==> src/rtl/step_pkg.sv <==
// Shared types and defaults for the step pulse counter: FSM encoding,
// default filter/timeout constants and a saturating increment helper.
package step_pkg;

  typedef enum logic [1:0] {
    ST_IDLE  = 2'd0,
    ST_RUN   = 2'd1,
    ST_STALL = 2'd2
  } step_state_e;

  localparam int unsigned FILTER_LEN_DEF     = 4;
  localparam int unsigned TIMEOUT_CYCLES_DEF = 2000000;
  localparam int unsigned POS_W              = 32;
  localparam int unsigned CNT_W              = 32;

  function automatic logic [CNT_W-1:0] sat_inc(input logic [CNT_W-1:0] v);
    return (v == {CNT_W{1'b1}}) ? v : v + 1'b1;
  endfunction

endpackage

==> src/rtl/step_glitch_filter.sv <==
// Two-flop synchronizer followed by a run-length glitch filter: the output
// follows the input only after FILTER_LEN consecutive identical samples.
module step_glitch_filter
  import step_pkg::*;
#(
  parameter int unsigned FILTER_LEN = FILTER_LEN_DEF
) (
  input  logic clk,
  input  logic rst,
  input  logic din_i,
  output logic dout_o
);

  localparam logic [7:0] LAST = 8'(FILTER_LEN - 1);

  logic       sync1_q;
  logic       sync2_q;
  logic       filt_q;
  logic       filt_d;
  logic [7:0] cnt_q;
  logic [7:0] cnt_d;

  // The run counter tracks how long the synchronized sample has disagreed
  // with the filtered value; any agreeing sample restarts the run.
  always_comb begin
    cnt_d  = '0;
    filt_d = filt_q;
    if (sync2_q != filt_q) begin
      if (cnt_q == LAST) begin
        filt_d = sync2_q;
      end else begin
        cnt_d = cnt_q + 8'd1;
      end
    end
  end

  always_ff @(posedge clk or posedge rst) begin
    if (rst) begin
      sync1_q <= 1'b0;
      sync2_q <= 1'b0;
      filt_q  <= 1'b0;
      cnt_q   <= '0;
    end else begin
      sync1_q <= din_i;
      sync2_q <= sync1_q;
      filt_q  <= filt_d;
      cnt_q   <= cnt_d;
    end
  end

  assign dout_o = filt_q;

endmodule

==> src/rtl/step_pulse_counter.sv <==
// Step/direction decoder: filters the inputs, accumulates a signed position,
// measures the step period, flags stalls and compares against an armed target.
module step_pulse_counter
  import step_pkg::*;
#(
  parameter int unsigned FILTER_LEN     = FILTER_LEN_DEF,
  parameter int unsigned TIMEOUT_CYCLES = TIMEOUT_CYCLES_DEF
) (
  input  logic                    clk,
  input  logic                    rst,
  input  logic                    step_in,
  input  logic                    dir_in,
  input  logic                    clear,
  input  logic                    arm,
  input  logic signed [POS_W-1:0] target,
  output logic signed [POS_W-1:0] position,
  output logic                    step_evt,
  output logic [CNT_W-1:0]        period,
  output logic                    period_valid,
  output logic                    at_target,
  output logic                    stalled
);

  localparam logic [CNT_W-1:0] TIMEOUT = CNT_W'(TIMEOUT_CYCLES);

  logic step_f;
  logic dir_f;
  logic step_f_q;
  logic step_acc;

  step_glitch_filter #(.FILTER_LEN(FILTER_LEN)) u_step_filt (
    .clk    (clk),
    .rst    (rst),
    .din_i  (step_in),
    .dout_o (step_f)
  );

  step_glitch_filter #(.FILTER_LEN(FILTER_LEN)) u_dir_filt (
    .clk    (clk),
    .rst    (rst),
    .din_i  (dir_in),
    .dout_o (dir_f)
  );

  assign step_acc = step_f & ~step_f_q;

  logic signed [POS_W-1:0] position_q, position_d;
  logic signed [POS_W-1:0] target_q, target_d;
  logic [CNT_W-1:0]        cnt_q, cnt_d;
  logic [CNT_W-1:0]        period_q, period_d;
  logic                    period_valid_q, period_valid_d;
  logic                    seen_q, seen_d;
  logic                    armed_q, armed_d;
  logic                    step_evt_q, step_evt_d;
  logic                    at_target_q, at_target_d;
  step_state_e             state_q;
  logic                    stalled_q;

  // Clear outranks everything, including a step accepted in the same cycle.
  always_comb begin
    position_d     = position_q;
    target_d       = target_q;
    cnt_d          = sat_inc(cnt_q);
    period_d       = period_q;
    period_valid_d = period_valid_q;
    seen_d         = seen_q;
    armed_d        = armed_q;
    step_evt_d     = 1'b0;
    at_target_d    = (position_q == target_q) && armed_q;
    if (arm) begin
      target_d = target;
      armed_d  = 1'b1;
    end
    if (clear) begin
      position_d     = '0;
      cnt_d          = '0;
      period_d       = '0;
      period_valid_d = 1'b0;
      seen_d         = 1'b0;
      armed_d        = 1'b0;
      at_target_d    = 1'b0;
    end else if (step_acc) begin
      position_d = dir_f ? position_q + 32'sd1 : position_q - 32'sd1;
      step_evt_d = 1'b1;
      cnt_d      = '0;
      seen_d     = 1'b1;
      if (seen_q) begin
        period_d       = sat_inc(cnt_q);
        period_valid_d = 1'b1;
      end
    end
  end

  always_ff @(posedge clk or posedge rst) begin
    if (rst) begin
      step_f_q       <= 1'b0;
      position_q     <= '0;
      target_q       <= '0;
      cnt_q          <= '0;
      period_q       <= '0;
      period_valid_q <= 1'b0;
      seen_q         <= 1'b0;
      armed_q        <= 1'b0;
      step_evt_q     <= 1'b0;
      at_target_q    <= 1'b0;
    end else begin
      step_f_q       <= step_f;
      position_q     <= position_d;
      target_q       <= target_d;
      cnt_q          <= cnt_d;
      period_q       <= period_d;
      period_valid_q <= period_valid_d;
      seen_q         <= seen_d;
      armed_q        <= armed_d;
      step_evt_q     <= step_evt_d;
      at_target_q    <= at_target_d;
    end
  end

  // A step arriving in the same cycle as the timeout keeps the FSM running.
  always_ff @(posedge clk or posedge rst) begin
    if (rst) begin
      state_q   <= ST_IDLE;
      stalled_q <= 1'b0;
    end else if (clear) begin
      state_q   <= ST_IDLE;
      stalled_q <= 1'b0;
    end else begin
      case (state_q)
        ST_IDLE: begin
          if (step_acc) state_q <= ST_RUN;
        end
        ST_RUN: begin
          if (!step_acc && (cnt_q >= TIMEOUT)) begin
            state_q   <= ST_STALL;
            stalled_q <= 1'b1;
          end
        end
        ST_STALL: begin
          if (step_acc) begin
            state_q   <= ST_RUN;
            stalled_q <= 1'b0;
          end
        end
        default: begin
          state_q   <= ST_IDLE;
          stalled_q <= 1'b0;
        end
      endcase
    end
  end

  assign position     = position_q;
  assign step_evt     = step_evt_q;
  assign period       = period_q;
  assign period_valid = period_valid_q;
  assign at_target    = at_target_q;
  assign stalled      = stalled_q;

endmodule

==> config.mk <==
export PLATFORM = sky130hd
export DESIGN_NAME = step_pulse_counter
export DESIGN_NICKNAME = d
export VERILOG_FILES = /design/src/rtl/step_pkg.sv /design/src/rtl/step_glitch_filter.sv /design/src/rtl/step_pulse_counter.sv
export SDC_FILE = /design/constraint.sdc
export NUM_CORES = 1
export LEC_CHECK = 0
export CORE_MARGIN = 2
export CORE_UTILIZATION = 60
export DETAILED_ROUTE_END_ITERATION = 6
export PLACE_DENSITY = 0.86
export SYNTH_ARGS = -nofsm -noshare
export SYNTH_HDL_FRONTEND = slang
export SYNTH_HIERARCHICAL = 1
export SYNTH_SLANG_ARGS = --single-unit
==> constraint.sdc <==
create_clock -name clk -period 8.6 [get_ports clk]
set_clock_uncertainty 0.1 [all_clocks]
set_input_delay 2.15 -clock clk [delete_from_list [all_inputs] [get_ports clk]]
set_output_delay 2.15 -clock clk [all_outputs]
set_load 0.02 [all_outputs]
* Word level (Yosys, flattened, before mapping) *
Index checks and enable logic that the tools add are counted.

storage, ports and cells
  register bits = 159
  input bits = 38
  output and inout bits = 68
  logic and storage cells = 84

cells by class
  add/subtract/negate cells = 5
  $lt $le $gt $ge = 1
  equality and inequality tests = 12
  muxes and demuxes = 31
  bitwise operators = 2
  reduce and logical (&&, ||, !) cells = 13

operator list
  kind                                                                      count
  32-bit two-way mux                                                        9
  32-bit by 1-bit adder with 32-bit output (second input constant)          1
  32-bit by 2-bit adder with 32-bit output (second input constant)          1
  32-bit == test                                                            1
  32-bit == test (second input constant)                                    1
  32-bit by 21-bit >= comparator with 1-bit output (second input constant)  1
  8-bit two-way mux                                                         4
  32-bit by 2-bit subtractor with 32-bit output (second input constant)     1
  8-bit by 1-bit adder with 8-bit output (second input constant)            2
  8-bit by 2-bit == test with 1-bit output (second input constant)          2
  1-bit two-way mux                                                         13
  2-bit AND reduction                                                       4
  2-bit two-way mux                                                         3
  3-bit != test (second input constant)                                     2
  2-bit nonzero test                                                        3
  2-bit case mux with 2 select lines                                        1
  3-bit by 1-bit != test with 1-bit output (second input constant)          1
  1-bit case mux with 3 select lines                                        1
  3-bit AND reduction                                                       1
  2-bit by 1-bit == test with 1-bit output (second input constant)          1
  2-bit == test (second input constant)                                     1
  1-bit logical AND                                                         2
  2-bit logical NOT                                                         1
  1-bit != test                                                             2
  5 further kinds                                                           5

* Longest topological paths before layout *
  depth in word-level cells = 7
  mapped depth = 12

* Hierarchy *
Netlist, hierarchy kept.

by module, submodules not included
  module              times used  cells an instance  area each (µm²)
  step_pulse_counter  1           754                7,399.6
  step_glitch_filter  2           45                 496.7

* Worst setup path before layout *
OpenSTA, ideal clock, no wires.

  path kind = reg-to-reg
  start = reg u_dir_filt.filt_q, in the netlist u_dir_filt/dout_o
  end = reg position_q[17], in the netlist position[17]
  library setup time = 0.121 ns
  data arrival time = 3.285 ns
  required time = 8.379 ns
  setup slack = 5.094 ns
  cell stages (with the launch flop) = 12
  buffers on the path = 0
  clock period less this slack = 3.506 ns
  path through = dfrtp_1 inv_1 ha_1 o21ai_0 o21bai_2 o41ai_4 o21ai_2 a41o_1 or4b_1 a31oi_1 xnor2_1 a22o_1

between the ends
  word-level cells in the longest chain between the ends = 3

RTL lines
  item                    RTL line                   RTL
  from (decl)             step_glitch_filter.sv:18   logic filt_q;
  from (signal assigned)  step_glitch_filter.sv:46   filt_q <= filt_d;
  32-bit two-way mux      step_pulse_counter.sv:83   position_d = dir_f ? position_q + 32'sd1 : position_q - 32'sd1;
  32-bit two-way mux      step_pulse_counter.sv:82   end else if (step_acc) begin
  32-bit two-way mux      step_pulse_counter.sv:74   if (clear) begin
  to (signal assigned)    step_pulse_counter.sv:108  position_q <= position_d;
  to (decl)               step_pulse_counter.sv:47   logic signed [POS_W-1:0] position_q, position_d;

Every way passes these cells. The select of a mux whose other input is x is not followed.
A chain may end at the register's enable or synchronous reset.

* Final worst setup path *
  start = in clear
  end = reg period_q[2], in the netlist period[2]

between the ends
  word-level cells in the longest chain between the ends = 2

RTL lines
  item                                  RTL line                   RTL
  from (decl)                           step_pulse_counter.sv:13   input logic clear,
  2-bit nonzero test (no source line)   -
  2-bit AND reduction (no source line)  -
  to (signal assigned)                  step_pulse_counter.sv:111  period_q <= period_d;
  to (decl)                             step_pulse_counter.sv:50   logic [CNT_W-1:0] period_q, period_d;

Parallel ways exist; a longest one is shown, timed or not.

==> results.json <==
{
  "grt_pass1_vias": 6631,
  "via_per_inst": 5.93,
  "final_cells": 1134,
  "clkTransAtPathRegs_ns": 0.06,
  "critPathCaptureType": "register",
  "cts_buffers": 17,
  "synth-async-reset-ratio_pct": 100,
  "cp_slowest_cell": "nand2_1",
  "seqPwrFrac_pct": 30.5,
  "diodes": 0,
  "post_synth_num_cell_types": 68,
  "arrival_ns": 4.82,
  "power_frac_comb_pct": 49.0,
  "drv_cap": 0,
  "clock-sinks": 159,
  "synth_seq_cells": 159,
  "initial_core_util_pct": 60.9,
  "drt_iter0_drc": 576,
  "p_leak_nw": 4.40,
  "fin_tns_setup_ns": 0,
  "gp_congestion": 0.936,
  "postCtsResizedCells": 0,
  "p_switching_w": 0.00139,
  "synth-edff-count": 0,
  "status": "completed",
  "ys_seq_area_share_pct": 47.4,
  "clock-root-buffer": "clkbuf_16",
  "holdBufCountCts": 0,
  "rsz0062_at_grt": "no",
  "core_area_um2": 13800,
  "hold_slack_ns": 0.248,
  "synth_fp_nets": 919,
  "netlist_instances": 844,
  "wl_per_cell_um": 17.4,
  "die_w_um": 122,
  "yosysWarningCount": 6,
  "nNetsFinal": 1017,
  "start_kind": "primary input",
  "setup_viol": 0,
  "clkPwrFrac_pct": 20.5,
  "global_route.usage.total_pct": 28.2,
  "setup_slack_ns": 4.01,
  "port_buffers": 105,
  "postCtsSetupRepairBufs": 0,
  "cp_cell_sequence": "clkdlybuf4s50_1 > buf_4 > nor2_1 > nand2_1 > o31ai_1",
  "power_density_nw_per_um2": 328,
  "dp_slack_ns": 3.61,
  "netlist_area_um2": 8390,
  "die_y_um": 122,
  "insertion_delay_ns": 0.43,
  "cp-startpoint": "clear",
  "htree_levels": 4,
  "slew_headroom_pct": 25.8,
  "drive_gt1_share_pct": 9.33,
  "dp.cells": 1103,
  "tightestPinTransition_ns": 1.11,
  "grt_start_max_net_pins": 87,
  "rows": 43,
  "post_synth.cell_area_avg_um2": 9.94,
  "wirelength_um": 19700,
  "finish.utilization_pct": 73.4,
  "internal_power_w": 0.00193,
  "hpwl_um": 13400,
  "synth_top_flop_cell": "dfrtp_1",
  "ant_nets": 0,
  "vias": 6728,
  "p_sw_share_pct": 41.8,
  "worst-setup-path-type": "in2reg",
  "crit-reg2reg-launch": "u_dir_filt/dout_o",
  "hp-start": "u_step_filt/sync1_q",
  "clock.fmax_mhz": 218,
  "critPathMaxFanout": 35,
  "ir_worst_vdd_uv": 250,
  "critPathMaxStageDelay_ns": 0.81,
  "antenna_found_initial": 0,
  "die_area_um2": 15000,
  "overflow": 0,
  "worstPathRequired_ns": 8.83,
  "drv_slew": 0,
  "ios": 106,
  "drtPass1Iterations": 5,
  "grt_pass1_wl_um": 32700,
  "hold_viol_final": 0,
  "cts_buffer_depth": 2,
  "fin_crit_ns": 4.59,
  "hold_class": "reg2reg",
  "area_growth_pct": 20.4,
  "period_share_pct": 53.4,
  "drc": 0,
  "cts_tree": "done",
  "r2r_setup_slack_ns": 4.68
}
## cell type report
type	instances	area, µm²
clock buffer	19	443
multi-input combinational	633	4190
sequential	159	3980
timing repair buffer	112	1100
tap	180	225
clock inverter	12	87.6
inverter	19	76.3
fill	1014	3670
## power by group through the flow
stage               Sequential [W]  Combinational (W)  Clock, W
global route               0.00103            0.00179  0.000722
global placement           0.00102            0.00154         0
finish                     0.00101            0.00162  0.000679
CTS                        0.00101            0.00161  0.000685
detailed placement         0.00102            0.00158         0
floorplan                  0.00105            0.00111         0
## final timing paths
| path | to | cells after the start |
|---|---|---|
| setup / recovery | period[2] | 5 |
| hold / removal | u_step_filt/sync2_q | 0 |
| setup reg to reg | position[31] | 12 |
| hold reg to reg | u_step_filt/sync2_q | 0 |
| max in group asynchronous | period[25] | 3 |
| min in group asynchronous | u_step_filt/sync1_q | 2 |
## cells by family after synthesis
family,count (synthesis),synth area share (%)
flip-flops,159,47.4
AND/OR/NAND/NOR,287,16.3
adder cells (fa/ha/maj),37,5.61
multiplexers,35,4.70
AO/OA/AOI/OAI,180,13.5
XOR/XNOR,94,9.81
buffers and inverters,52,2.71
## placed cells by master, fill, tap and decap left out, types with 3 or more instances in the layout
master | netlist | layout
and3_1 | 9 | 9
nor4_1 | 8 | 8
a21oi_2 | 2 | 3
nand4_1 | 19 | 19
nor3_1 | 6 | 6
nand3_1 | 20 | 20
clkbuf_16 | 0 | 17
clkinv_2 | 0 | 4
o21ai_0 | 51 | 51
a21oi_1 | 54 | 53
clkdlybuf4s50_1 | 0 | 105
dfrtp_1 | 159 | 159
a211oi_1 | 7 | 7
o21a_1 | 6 | 6
nand2_1 | 105 | 105
a22o_1 | 8 | 8
a31oi_1 | 3 | 3
o21ai_1 | 8 | 8
nand3b_1 | 4 | 4
nor2b_1 | 6 | 5
xnor2_1 | 49 | 49
mux2_2 | 34 | 34
or3_1 | 7 | 7
o31ai_1 | 5 | 5
nand2b_1 | 3 | 3
xor2_1 | 45 | 45
buf_4 | 1 | 7
and4_1 | 7 | 7
nor2_1 | 79 | 79
a21o_1 | 11 | 11
inv_1 | 19 | 18
ha_1 | 36 | 36
inv_6 | 0 | 4
clkinv_4 | 0 | 3
## stage by stage
stage | power [W] | area, µm²
after floorplan | 0.00216 | 8390
after global placement | 0.00256 | 9580
after detailed placement | 0.00260 | 9580
after CTS | 0.00330 | 10100
after global routing | 0.00354 | 10100
final | 0.00331 | 10100
## flip-flops by register name (all words and copies together) (netlist names)
| name | count |
|---|---|
| step_evt | 1 |
| u_step_filt/dout_o | 1 |
| u_step_filt/sync1_q | 1 |
| u_dir_filt/sync2_q | 1 |
| state_q | 2 |
| u_dir_filt/sync1_q | 1 |
| target_q | 32 |
| at_target | 1 |
| cnt_q | 32 |
| u_step_filt/sync2_q | 1 |
| armed_q | 1 |
| position | 32 |
| step_f_q | 1 |
| period_valid | 1 |
| u_step_filt/cnt_q | 8 |
| seen_q | 1 |
| stalled | 1 |
| period | 32 |
| u_dir_filt/cnt_q | 8 |
| u_dir_filt/dout_o | 1 |
## Yosys cell counts, types with 5 or more instances
| cell type | n | area [µm²] |
|---|---|---|
| xnor2_1 | 49 | 429 |
| nand4_1 | 19 | 119 |
| xor2_1 | 45 | 394 |
| nand3_1 | 20 | 100 |
| o31ai_1 | 5 | 37.5 |
| o21a_1 | 6 | 45.0 |
| mux2_2 | 34 | 383 |
| a211oi_1 | 7 | 52.6 |
| inv_1 | 19 | 71.3 |
| a21o_1 | 11 | 82.6 |
| clkbuf_1 | 24 | 90.1 |
| nor2b_1 | 6 | 37.5 |
| nor4_1 | 8 | 50.1 |
| nor3_1 | 6 | 30.0 |
| or3_1 | 7 | 43.8 |
| dfrtp_1 | 159 | 3980 |
| ha_1 | 36 | 450 |
| nand2_1 | 105 | 394 |
| o21ai_1 | 8 | 40.0 |
| and3_1 | 9 | 56.3 |
| o21ai_0 | 51 | 255 |
| a21oi_1 | 54 | 270 |
| nor2_1 | 79 | 297 |
| a22o_1 | 8 | 70.1 |
| and4_1 | 7 | 61.3 |
## worst max-delay path: cells and delay by family
kind	cells	cell delay, ns
AO/OA/AOI/OAI	1	0.42
buffers and inverters	2	0.69
AND/OR/NAND/NOR	2	1.53
## routing by layer
metal | wire [µm] | up-vias | global-route usage [%]
met5 | 0 | - | 0
met4 | 457 | 0 | 9.84
met3 | 1170 | 36 | 5.99
met2 | 9450 | 233 | 44.9
met1 | 8650 | 3307 | 38.4
li1 | - | 3152 | -
Note: power is estimated with default switching activity, not from simulation.
